==> src/rtl/pwm_pkg.sv <==
// Shared types and bounds for the multi-channel PWM generator.
//   pwm_mode_e : counting mode of a period (edge-aligned or center-aligned)
//   dir_e      : direction of the shared counter in center-aligned mode
//   PWM_MAX_CH : largest supported channel count
//   PWM_MAX_W  : largest supported counter width
package pwm_pkg;

  localparam int PWM_MAX_CH = 32;
  localparam int PWM_MAX_W  = 32;

  typedef enum logic {
    EDGE   = 1'b0,
    CENTER = 1'b1
  } pwm_mode_e;

  typedef enum logic {
    UP   = 1'b0,
    DOWN = 1'b1
  } dir_e;

endpackage

==> src/rtl/pwm_multi_chan_if.sv <==
// Configuration and output bundle of pwm_multi_chan.
//   period_in      : staged period in clk cycles
//   hi_in          : staged compare values, channel k at [k*CNT_W +: CNT_W]
//   en_in, inv_in  : staged per-channel enable and polarity invert
//   center_in      : staged mode, 0 = edge-aligned, 1 = center-aligned
//   load           : single-cycle pulse capturing all *_in into staging
//   pwm            : registered PWM outputs
//   period_start   : registered pulse on the first cycle of each period
//   update_pending : staged values are waiting for a period boundary
// master = register file side, slave = PWM generator side.
interface pwm_multi_chan_if #(
  parameter int NUM_CH = 8,
  parameter int CNT_W  = 32
);

  logic [CNT_W-1:0]        period_in;
  logic [NUM_CH*CNT_W-1:0] hi_in;
  logic [NUM_CH-1:0]       en_in;
  logic [NUM_CH-1:0]       inv_in;
  logic                    center_in;
  logic                    load;
  logic [NUM_CH-1:0]       pwm;
  logic                    period_start;
  logic                    update_pending;

  modport master (
    output period_in, hi_in, en_in, inv_in, center_in, load,
    input  pwm, period_start, update_pending
  );

  modport slave (
    input  period_in, hi_in, en_in, inv_in, center_in, load,
    output pwm, period_start, update_pending
  );

endinterface

==> src/rtl/pwm_cmp_chan.sv <==
// One PWM channel: holds the live compare value, enable and polarity, and
// produces the registered output from the shared period counter.
//   clk, reset : clock and synchronous active-high reset
//   cnt        : shared period counter
//   running    : live period is non-zero (a zero period forces raw low)
//   transfer   : staging-to-live copy strobe from the top level
//   hi_stg     : staged compare value
//   en_stg     : staged enable
//   inv_stg    : staged polarity invert
//   pwm        : registered channel output
module pwm_cmp_chan
  import pwm_pkg::*;
#(
  parameter int CNT_W = 32
) (
  input  logic             clk,
  input  logic             reset,
  input  logic [CNT_W-1:0] cnt,
  input  logic             running,
  input  logic             transfer,
  input  logic [CNT_W-1:0] hi_stg,
  input  logic             en_stg,
  input  logic             inv_stg,
  output logic             pwm
);

  logic [CNT_W-1:0] hi;
  logic             en;
  logic             inv;
  logic             raw;
  logic             pwm_d;

  always_ff @(posedge clk) begin
    if (reset) begin
      hi  <= '0;
      en  <= 1'b0;
      inv <= 1'b0;
    end else if (transfer) begin
      hi  <= hi_stg;
      en  <= en_stg;
      inv <= inv_stg;
    end
  end

  // hi >= period naturally gives 100 % because cnt never reaches the period.
  assign raw   = running && (cnt < hi);
  assign pwm_d = en ? (raw ^ inv) : inv;

  // Output stage: one cycle behind the counter
  always_ff @(posedge clk) begin
    if (reset) pwm <= 1'b0;
    else       pwm <= pwm_d;
  end

endmodule

==> src/rtl/pwm_multi_chan.sv <==
// Multi-channel PWM generator with one shared period counter.
// Software writes a staging set and pulses load; the live set is replaced
// only at a period boundary so no output sees a torn period. Supports
// edge-aligned (0..P-1 wrap) and center-aligned (up/down, 2P cycles) modes.
//   clk   : clock
//   reset : synchronous, active-high reset
//   bus   : configuration inputs and PWM outputs (pwm_multi_chan_if.slave)
module pwm_multi_chan
  import pwm_pkg::*;
#(
  parameter int NUM_CH = 8,
  parameter int CNT_W  = 32
) (
  input  logic            clk,
  input  logic            reset,
  pwm_multi_chan_if.slave bus
);

  if (NUM_CH < 1 || NUM_CH > PWM_MAX_CH) begin : g_bad_num_ch
    $error("pwm_multi_chan: NUM_CH out of range");
  end
  if (CNT_W < 2 || CNT_W > PWM_MAX_W) begin : g_bad_cnt_w
    $error("pwm_multi_chan: CNT_W out of range");
  end

  localparam logic [CNT_W-1:0] CNT_ONE = CNT_W'(1);

  // Staging set
  logic [CNT_W-1:0]        stg_period;
  logic [NUM_CH*CNT_W-1:0] stg_hi;
  logic [NUM_CH-1:0]       stg_en;
  logic [NUM_CH-1:0]       stg_inv;
  pwm_mode_e               stg_mode;
  logic                    pending;

  // Live period and mode
  logic [CNT_W-1:0]        period;
  pwm_mode_e               mode;

  // Counter FSM
  logic [CNT_W-1:0]        cnt;
  logic [CNT_W-1:0]        cnt_nxt;
  dir_e                    dir;
  dir_e                    dir_nxt;

  logic                    running;
  logic                    at_top;
  logic                    boundary;
  logic                    transfer;
  logic                    period_start_d;
  logic                    period_start_p1;
  logic [NUM_CH-1:0]       pwm_p1;

  // A later load always overwrites staging, even while a transfer is pending.
  always_ff @(posedge clk) begin
    if (reset) begin
      stg_period <= '0;
      stg_hi     <= '0;
      stg_en     <= '0;
      stg_inv    <= '0;
      stg_mode   <= EDGE;
      pending    <= 1'b0;
    end else if (bus.load) begin
      stg_period <= bus.period_in;
      stg_hi     <= bus.hi_in;
      stg_en     <= bus.en_in;
      stg_inv    <= bus.inv_in;
      stg_mode   <= bus.center_in ? CENTER : EDGE;
      pending    <= 1'b1;
    end else if (transfer) begin
      pending    <= 1'b0;
    end
  end

  always_ff @(posedge clk) begin
    if (reset) begin
      period <= '0;
      mode   <= EDGE;
    end else if (transfer) begin
      period <= stg_period;
      mode   <= stg_mode;
    end
  end

  assign running = (period != '0);
  // The P-1 term only matters when the period is non-zero, so its wrap at
  // P=0 is never observed.
  assign at_top  = running && (cnt == (period - CNT_ONE));

  always_comb begin
    cnt_nxt  = cnt;
    dir_nxt  = dir;
    boundary = 1'b0;
    if (!running) begin
      boundary = 1'b1;
      cnt_nxt  = '0;
      dir_nxt  = UP;
    end else if (mode == EDGE) begin
      dir_nxt = UP;
      if (at_top) begin
        boundary = 1'b1;
        cnt_nxt  = '0;
      end else begin
        cnt_nxt = cnt + CNT_ONE;
      end
    end else begin
      // Center mode: the count holds for one cycle at each turning point,
      // giving a 2P-cycle period with the boundary at the valley.
      case (dir)
        UP: begin
          if (at_top) dir_nxt = DOWN;
          else        cnt_nxt = cnt + CNT_ONE;
        end
        DOWN: begin
          if (cnt == '0) begin
            boundary = 1'b1;
            dir_nxt  = UP;
          end else begin
            cnt_nxt = cnt - CNT_ONE;
          end
        end
        default: begin
          dir_nxt = UP;
        end
      endcase
    end

    // A load in the boundary cycle defers the copy to the next boundary so
    // the freshly written values are the ones transferred.
    transfer = boundary && pending && !bus.load;
    if (transfer) begin
      cnt_nxt = '0;
      dir_nxt = UP;
    end
  end

  assign period_start_d = running && (cnt == '0) && ((mode == EDGE) || (dir == UP));

  always_ff @(posedge clk) begin
    if (reset) begin
      cnt <= '0;
      dir <= UP;
    end else begin
      cnt <= cnt_nxt;
      dir <= dir_nxt;
    end
  end

  // Output stage: period_start aligned with the registered channel outputs
  always_ff @(posedge clk) begin
    if (reset) period_start_p1 <= 1'b0;
    else       period_start_p1 <= period_start_d;
  end

  for (genvar k = 0; k < NUM_CH; k++) begin : g_ch
    pwm_cmp_chan #(
      .CNT_W (CNT_W)
    ) u_chan (
      .clk      (clk),
      .reset    (reset),
      .cnt      (cnt),
      .running  (running),
      .transfer (transfer),
      .hi_stg   (stg_hi[k*CNT_W +: CNT_W]),
      .en_stg   (stg_en[k]),
      .inv_stg  (stg_inv[k]),
      .pwm      (pwm_p1[k])
    );
  end

  assign bus.pwm            = pwm_p1;
  assign bus.period_start   = period_start_p1;
  assign bus.update_pending = pending;

endmodule

==> src/flat_wrapper.sv <==
// flat-port wrapper written by rule: the top's interface ports become plain ports
module pwm_multi_chan_flat import pwm_pkg::*;
#(
  parameter int NUM_CH = 8,
  parameter int CNT_W  = 32
)
  (clk, reset, bus_period_in, bus_hi_in, bus_en_in, bus_inv_in, bus_center_in, bus_load, bus_pwm, bus_period_start, bus_update_pending);
  pwm_multi_chan_if #(.NUM_CH(NUM_CH), .CNT_W(CNT_W)) bus_i ();
  input  logic clk;
  input  logic reset;
  input wire logic [$bits(bus_i.period_in)-1:0] bus_period_in;
  input wire logic [$bits(bus_i.hi_in)-1:0] bus_hi_in;
  input wire logic [$bits(bus_i.en_in)-1:0] bus_en_in;
  input wire logic [$bits(bus_i.inv_in)-1:0] bus_inv_in;
  input wire logic [$bits(bus_i.center_in)-1:0] bus_center_in;
  input wire logic [$bits(bus_i.load)-1:0] bus_load;
  output wire logic [$bits(bus_i.pwm)-1:0] bus_pwm;
  output wire logic [$bits(bus_i.period_start)-1:0] bus_period_start;
  output wire logic [$bits(bus_i.update_pending)-1:0] bus_update_pending;
  assign bus_i.period_in = bus_period_in;
  assign bus_i.hi_in = bus_hi_in;
  assign bus_i.en_in = bus_en_in;
  assign bus_i.inv_in = bus_inv_in;
  assign bus_i.center_in = bus_center_in;
  assign bus_i.load = bus_load;
  assign bus_pwm = bus_i.pwm;
  assign bus_period_start = bus_i.period_start;
  assign bus_update_pending = bus_i.update_pending;
  pwm_multi_chan #(.NUM_CH(NUM_CH), .CNT_W(CNT_W)) u_core (.clk(clk), .reset(reset), .bus(bus_i));
endmodule
==> config.mk <==
export PLATFORM = sky130hd
export DESIGN_NAME = pwm_multi_chan_flat
export DESIGN_NICKNAME = d
export VERILOG_FILES = /design/src/rtl/pwm_pkg.sv /design/src/rtl/pwm_multi_chan_if.sv /design/src/rtl/pwm_cmp_chan.sv /design/src/rtl/pwm_multi_chan.sv /design/src/flat_wrapper.sv
export SDC_FILE = /design/constraint.sdc
export NUM_CORES = 2
export LEC_CHECK = 0
export CORE_UTILIZATION = 30
export DETAILED_ROUTE_END_ITERATION = 10
export PLACE_DENSITY = 0.46
export SETUP_SLACK_MARGIN = 0.2
export SYNTH_ARGS = -nofsm -noshare
export SYNTH_HDL_FRONTEND = slang
export SYNTH_SLANG_ARGS = --single-unit
export TNS_END_PERCENT = 50
==> constraint.sdc <==
create_clock -name clk -period 8.9 [get_ports clk]
set_input_delay 1.78 -clock clk [delete_from_list [all_inputs] [get_ports clk]]
set_output_delay 1.78 -clock clk [all_outputs]
set_load 0.01 [all_outputs]
# == Word level (Yosys, flattened, before mapping) ==
# Cells that the tools add are included.
# Widths: inputs -> output; s select.
# classes
n_addsub,3
order_cmp,8
n_eq_ne,3
muxes,23
bitwise,11
reduce_logical,21
# op_table
op,n
$lt 32x32->1,8
$mux 32,4
$pmux 32 s2,1
$sub 32x1->32 const B,2
$add 32x1->32 const B,1
$eq 32x32->1,1
$logic_not 32->1,1
$reduce_bool 32->1,1
$mux 1,17
$logic_and 1x1->1,13
$xor 1x1->1,8
$ne 3x3->1 const B,2
$reduce_or 4->1,1
$not 1->1,3
$reduce_or 3->1,1
$pmux 1 s2,1
$reduce_and 2->1,1
$reduce_bool 2->1,1
$logic_not 1->1,1
$logic_or 1x1->1,1
# totals
register_bits,653
input_bits,308
out_inout_bits,10
elab_cells,112

# == Longest topological paths before layout ==
# logic_depth
word_depth,10
depth_mapped,18
ltp_nobuf,12

# == Modules after synthesis ==
# Synthesis repeated with hierarchy kept, for this count alone.
# hier_totals
hier_cells,3534
hier_area_um2,32029.5
# modules_own_cells
mod,instances,cells_per_inst,area_per_inst_um2
pwm_cmp_chan,8,224,2004.4
pwm_multi_chan,1,1742,15994.1

# == Worst setup path before layout ==
# Ideal clock, no wire load.
# synth_timing
path_type,register -> register
from,register u_core.period[0]
to,register u_core.g_ch[0].u_chan.hi[27]
setup_time_ns,0.132
t_arrival_ns,4.167
t_required_ns,8.768
slack_ns,4.601
path_stages_with_launch,19
path_buffers,6
path_cell_list,dfxtp_1 > clkbuf_1 > inv_1 > ha_1 > or4b_1 > buf_2 > or4_4 > or4_1 > a21oi_1 > nand4_1 > or3_1 > or2_1 > buf_2 > a21o_1 > clkbuf_1 > clkbuf_1 > buf_2 > nand2_1 > a21oi_1
# synth_via
elab_chain_cells,8
elab_cells_between_ends,9
# synth_lines
element,line,text
from (decl),pwm_multi_chan.sv:37,logic [CNT_W-1:0] period;
from (signal assigned),pwm_multi_chan.sv:80,period <= stg_period;
$sub 32x1->32,pwm_multi_chan.sv:88,assign at_top = running && (cnt == (period - CNT_ONE));
$eq 32x32->1,pwm_multi_chan.sv:88,
$logic_and 1x1->1,pwm_multi_chan.sv:88,
$mux 1,pwm_multi_chan.sv:100,if (at_top) begin
$mux 1,pwm_multi_chan.sv:98,end else if (mode == EDGE) begin
$mux 1 (*),pwm_multi_chan.sv:94,if (!running) begin
$logic_and 1x1->1 (*) (2 in series),pwm_multi_chan.sv:130,transfer = boundary && pending && !bus.load;
to (signal assigned),pwm_cmp_chan.sv:39,hi <= hi_stg;
to (decl),pwm_cmp_chan.sv:27,logic [CNT_W-1:0] hi;
# Mark *: on every way between the ends. The rest lies on a longest branch, timed or not.
# A chain may end at the register's enable or synchronous reset.

# == Worst setup path after layout ==
# layout_timing
from,register u_core.period[0]
to,register u_core.g_ch[2].u_chan.hi[12]
# layout_via
elab_chain_cells,8
elab_cells_between_ends,9
# layout_lines
element,line
$sub 32x1->32,pwm_multi_chan.sv:88
$eq 32x32->1,pwm_multi_chan.sv:88
$logic_and 1x1->1,pwm_multi_chan.sv:88
$mux 1,pwm_multi_chan.sv:100
$mux 1,pwm_multi_chan.sv:98
$mux 1 (*),pwm_multi_chan.sv:94
$logic_and 1x1->1 (*) (2 in series),pwm_multi_chan.sv:130
to (signal assigned),pwm_cmp_chan.sv:39
to (decl),pwm_cmp_chan.sv:27
# Marked as above.

==> impl_metrics.csv <==
group,metric,value,unit
setup_path,critPathMaxFanout,146,
logic_synthesis,synth-xor-area-share,1.63,%
finish,drive_gt1_share,5.31,%
grt,first_global_vias,25344,
logic_synthesis,synth_area_leaders,"dfxtp_1 41%, ha_1 10%, mux2i_1 9.7%",
clocking,cts.clk_slew.worst_paths,60,ps
route,wirelength,106000,um
clocking,ctsRootBufferMaster,"clkbuf_16",
outcome,outcome,"finished, final reports clean",
power_and_ir_drop,seq_power_share,42.7,%
die,io_pins,318,
place,place_congestion,0.882,
finish,nets,4567,
logic_synthesis,synth_area,31600,um2
sta,clock_skew,21.8,ps
power_and_ir_drop,power.share.clock,44.7,%
setup_path,start_kind,"register",
setup_path,slowest_delay,770,ps
grt,grt_first_pass_wirelength,159000,um
clocking,cts.sinks,653,
logic_synthesis,synth_top_area_cell,"dfxtp_1",
place,io_buffers,317,
power_and_ir_drop,powerDensity,189,nW/um2
route,post_drt_wl_per_cell,19.5,um
logic_synthesis,synth.ff_latch_count,653,
setup_path,required,9450,ps
logic_synthesis,synthSimpleGateAreaFrac,18.2,%
logic_synthesis,async_flop_share,0,%
logic_synthesis,synthAdderAreaFrac,9.96,%
sta,setup_viol,0,
logic_synthesis,synthCells,3786,
finish,stdcell_area,38600,um2
sta,finalHoldViolCount,0,
clocking,cts_setup_buffers,0,
clocking,clockBufferDepth,3,
logic_synthesis,synthMuxAreaShare,9.71,%
route,drcViolationCount,0,
setup_path,crit_type,"reg2reg",
sta,fin_crit,5670,ps
finish,syn_to_final_growth,22.0,%
route,drt-initial-drc-count,1955,
sta,tns,0,ps
run,cap_violations,0,
logic_synthesis,postSynthAreaPerCell,8.36,um2
die,start_util,30.4,%
clocking,hold_buffers,0,
sta,rsz0062_at_grt,"no",
die,die_area,107000,um2
logic_synthesis,synth_warnings,0,
grt,track_usage,19.5,%
route,vias,26268,
setup_path,crit_top_cell,"a21oi_1",
clocking,numCtsBuffers,78,
power_and_ir_drop,p_comb_share,12.6,%
logic_synthesis,synth_edf_count,0,
power_and_ir_drop,p_leak,15.8,nW
setup_path,cp_data_arrival_time,6220,ps
grt,overflow,0,
setup_path,setup.worst_path.end_class,"register",
power_and_ir_drop,ir_drop,108,uV
sta,slew_headroom,21.9,%
place,dpl_cell_area,36000,um2
hold_path,hp-class,"reg2reg",
sta,fin_crit_sh,63.7,%
setup_path,crit_buf_inv,3,
clocking,htreeDepth,3,
setup_path,path_cells,"inv_1, ha_1, or4b_1, or4_4, or4_1, a21oi_1, nand4_1, or3_1, or2_1, buf_4, a21oi_4, buf_12, nand2_1, a21oi_1",
die,die_w,327,um
sta,maxSlewViolCount,0,
clocking,clk-insertion-delay-late,660,ps
logic_synthesis,synth_fp_nets,4346,
logic_synthesis,synth.distinct_cells,67,
route,drtPass1Iterations,5,
die,num_rows,118,
logic_synthesis,synth_compound_area_share,12.6,%
grt,antenna_found_initial,9,
setup_path,slowest_stage,"a21oi_4",
sta,fmax,176,MHz
grt,grt_start_max_net_pins,210,
power_and_ir_drop,internal_power,5.38,mW
sta,tightestPinTransition,1150,ps
power_and_ir_drop,switching_share,26.4,%
clocking,tritoncts,"built",
power_and_ir_drop,switchingPower,1.93,mW
logic_synthesis,yosysTopAreaCellShare,41.3,%
place,post-dp-hpwl,69300,um
setup_path,crit_family,"simple AND/OR/NAND/NOR gates",
finish,fillers,10800,
route,detail-route-antenna-nets,0,
clocking,cts-resized-gates,0,
die,fp.dieH,327,um
die,core-area,104000,um2
logic_synthesis,yosysSeqAreaShare,41.3,%
logic_synthesis,synth_top_family_by_area,"simple AND/OR/NAND/NOR gates",
route,viasPerCell,4.82,
logic_synthesis,synthFlopType,"dfxtp_1",
[area by class of cell]
class / count / area (um2) / area share [%]
clock inverters: 22 / 278 / 0.719
inverters: 270 / 1010 / 2.63
multi-input cells: 2634 / 16500 / 42.8
well taps: 1380 / 1730 / 4.47
clock buffers: 117 / 2320 / 6.02
diodes: 1 / 2.50 / 0.00648
flip-flops and latches: 653 / 13100 / 33.9
repair buffers: 370 / 3660 / 9.47
[worst reg2reg max path, delay by kind of cell, from the launching register on]
| family | cells | cell delay [ps] |
|---|---|---|
| buf+inv | 3 | 820 |
| flops | 1 | 370 |
| fa+ha+maj | 1 | 240 |
| simple gates | 7 | 3030 |
| compound gates | 3 | 1130 |
[power by group through the flow]
stage                     logic, mW  registers (mW)  clock network, mW
after CTS                     0.930            3.12               3.37
after floorplan               0.573            3.16                  0
final                         0.919            3.12               3.27
after detailed placement      0.925            3.19                  0
after global routing           1.01            3.13               3.48
after global placement        0.925            3.19                  0
[logic make-up (layout without fill, tap and decap cells)]
group | count (synthesis) | after routing
AO/OA/AOI/OAI | 673 | 673
XOR/XNOR | 59 | 59
adder cells (fa/ha/maj) | 252 | 252
buffers and inverters | 499 | 779
flip-flops | 653 | 653
multiplexers | 307 | 307
other | 0 | 1
AND/OR/NAND/NOR | 1343 | 1343
[metrics by stage]
step / util [%] / std cells / hold slack, ps / total power, mW / worst slack, ps
2_1_floorplan: - / 3786 / 427 / 3.73 / 4600
3_3_place_gp: 34.6 / 5307 / 439 / 4.11 / 3400
3_5_place_dp: 34.6 / 5307 / 444 / 4.11 / 3280
4_1_cts: 37.1 / 5446 / 437 / 7.42 / 3240
5_1_grt: 37.1 / 5446 / 464 / 7.62 / 2820
6_report: 37.1 / 5447 / 437 / 7.31 / 3230
[cells in the final DEF, fill, tap and decap left out, types with 11 or more instances in the layout]
| master | instances |
|---|---|
| nand2b_1 | 15 |
| or4_1 | 14 |
| xnor2_1 | 33 |
| a2111oi_0 | 11 |
| nor2b_1 | 14 |
| a21oi_1 | 399 |
| clkbuf_1 | 20 |
| xor2_1 | 26 |
| a31oi_1 | 15 |
| nand3_1 | 31 |
| nor2_1 | 378 |
| nand2_1 | 681 |
| o211ai_1 | 11 |
| ha_1 | 252 |
| mux2i_1 | 306 |
| dfxtp_2 | 22 |
| inv_1 | 270 |
| dfxtp_1 | 631 |
| clkbuf_8 | 16 |
| buf_4 | 47 |
| clkbuf_16 | 81 |
| nand4_1 | 51 |
| and3_1 | 15 |
| nor4_1 | 20 |
| a21o_1 | 111 |
| or3_1 | 29 |
| clkdlybuf4s50_1 | 315 |
| o21ai_0 | 42 |
| nor3_1 | 50 |
[flip-flops by register name, summed over array words and instances (netlist names), 8 cells and up]
name / cells
u_core.g_ch.u_chan.hi: 256
u_core.stg_inv: 8
u_core.g_ch.u_chan.en: 8
u_core.stg_en: 8
u_core.g_ch.u_chan.inv: 8
u_core.cnt: 32
u_core.stg_hi: 256
u_core.stg_period: 32
u_core.g_ch.u_chan.pwm: 8
u_core.period: 32
[cells in the mapped netlist, types with 15 or more instances]
cell type	instances
and3_1	15
or3_1	29
clkbuf_1	128
nand3_1	31
xnor2_1	33
a31oi_1	15
nand2b_1	15
nor3_1	51
nor4_1	21
ha_1	252
xor2_1	26
mux2i_1	306
a21oi_1	399
nand2_1	681
o21ai_0	42
buf_4	26
a21o_1	112
buf_2	35
nand4_1	51
inv_1	270
buf_1	30
nor2_1	378
dfxtp_1	653
[path summary, 6_finish.rpt]
path	slack, ps	cells past startpoint	startpoint	to
max	3230	14	u_core.period[0]$_SDFFE_PP0P_	u_core.g_ch[2].u_chan.hi[12]$_SDFFE_PP0P_
min	440	2	u_core.stg_hi[214]$_SDFFE_PP0P_	u_core.g_ch[6].u_chan.hi[22]$_SDFFE_PP0P_
max reg2reg	3230	14	u_core.period[0]$_SDFFE_PP0P_	u_core.g_ch[2].u_chan.hi[12]$_SDFFE_PP0P_
min reg2reg	440	2	u_core.stg_hi[214]$_SDFFE_PP0P_	u_core.g_ch[6].u_chan.hi[22]$_SDFFE_PP0P_
[layer usage]
metal	global-route usage [%]	part of all wire, %
met1	27.6	49
met2	30.4	44
met3	3.09	4.6
met5	0	0.060
met4	5.51	2.5
(Power assumes the default switching activity.)
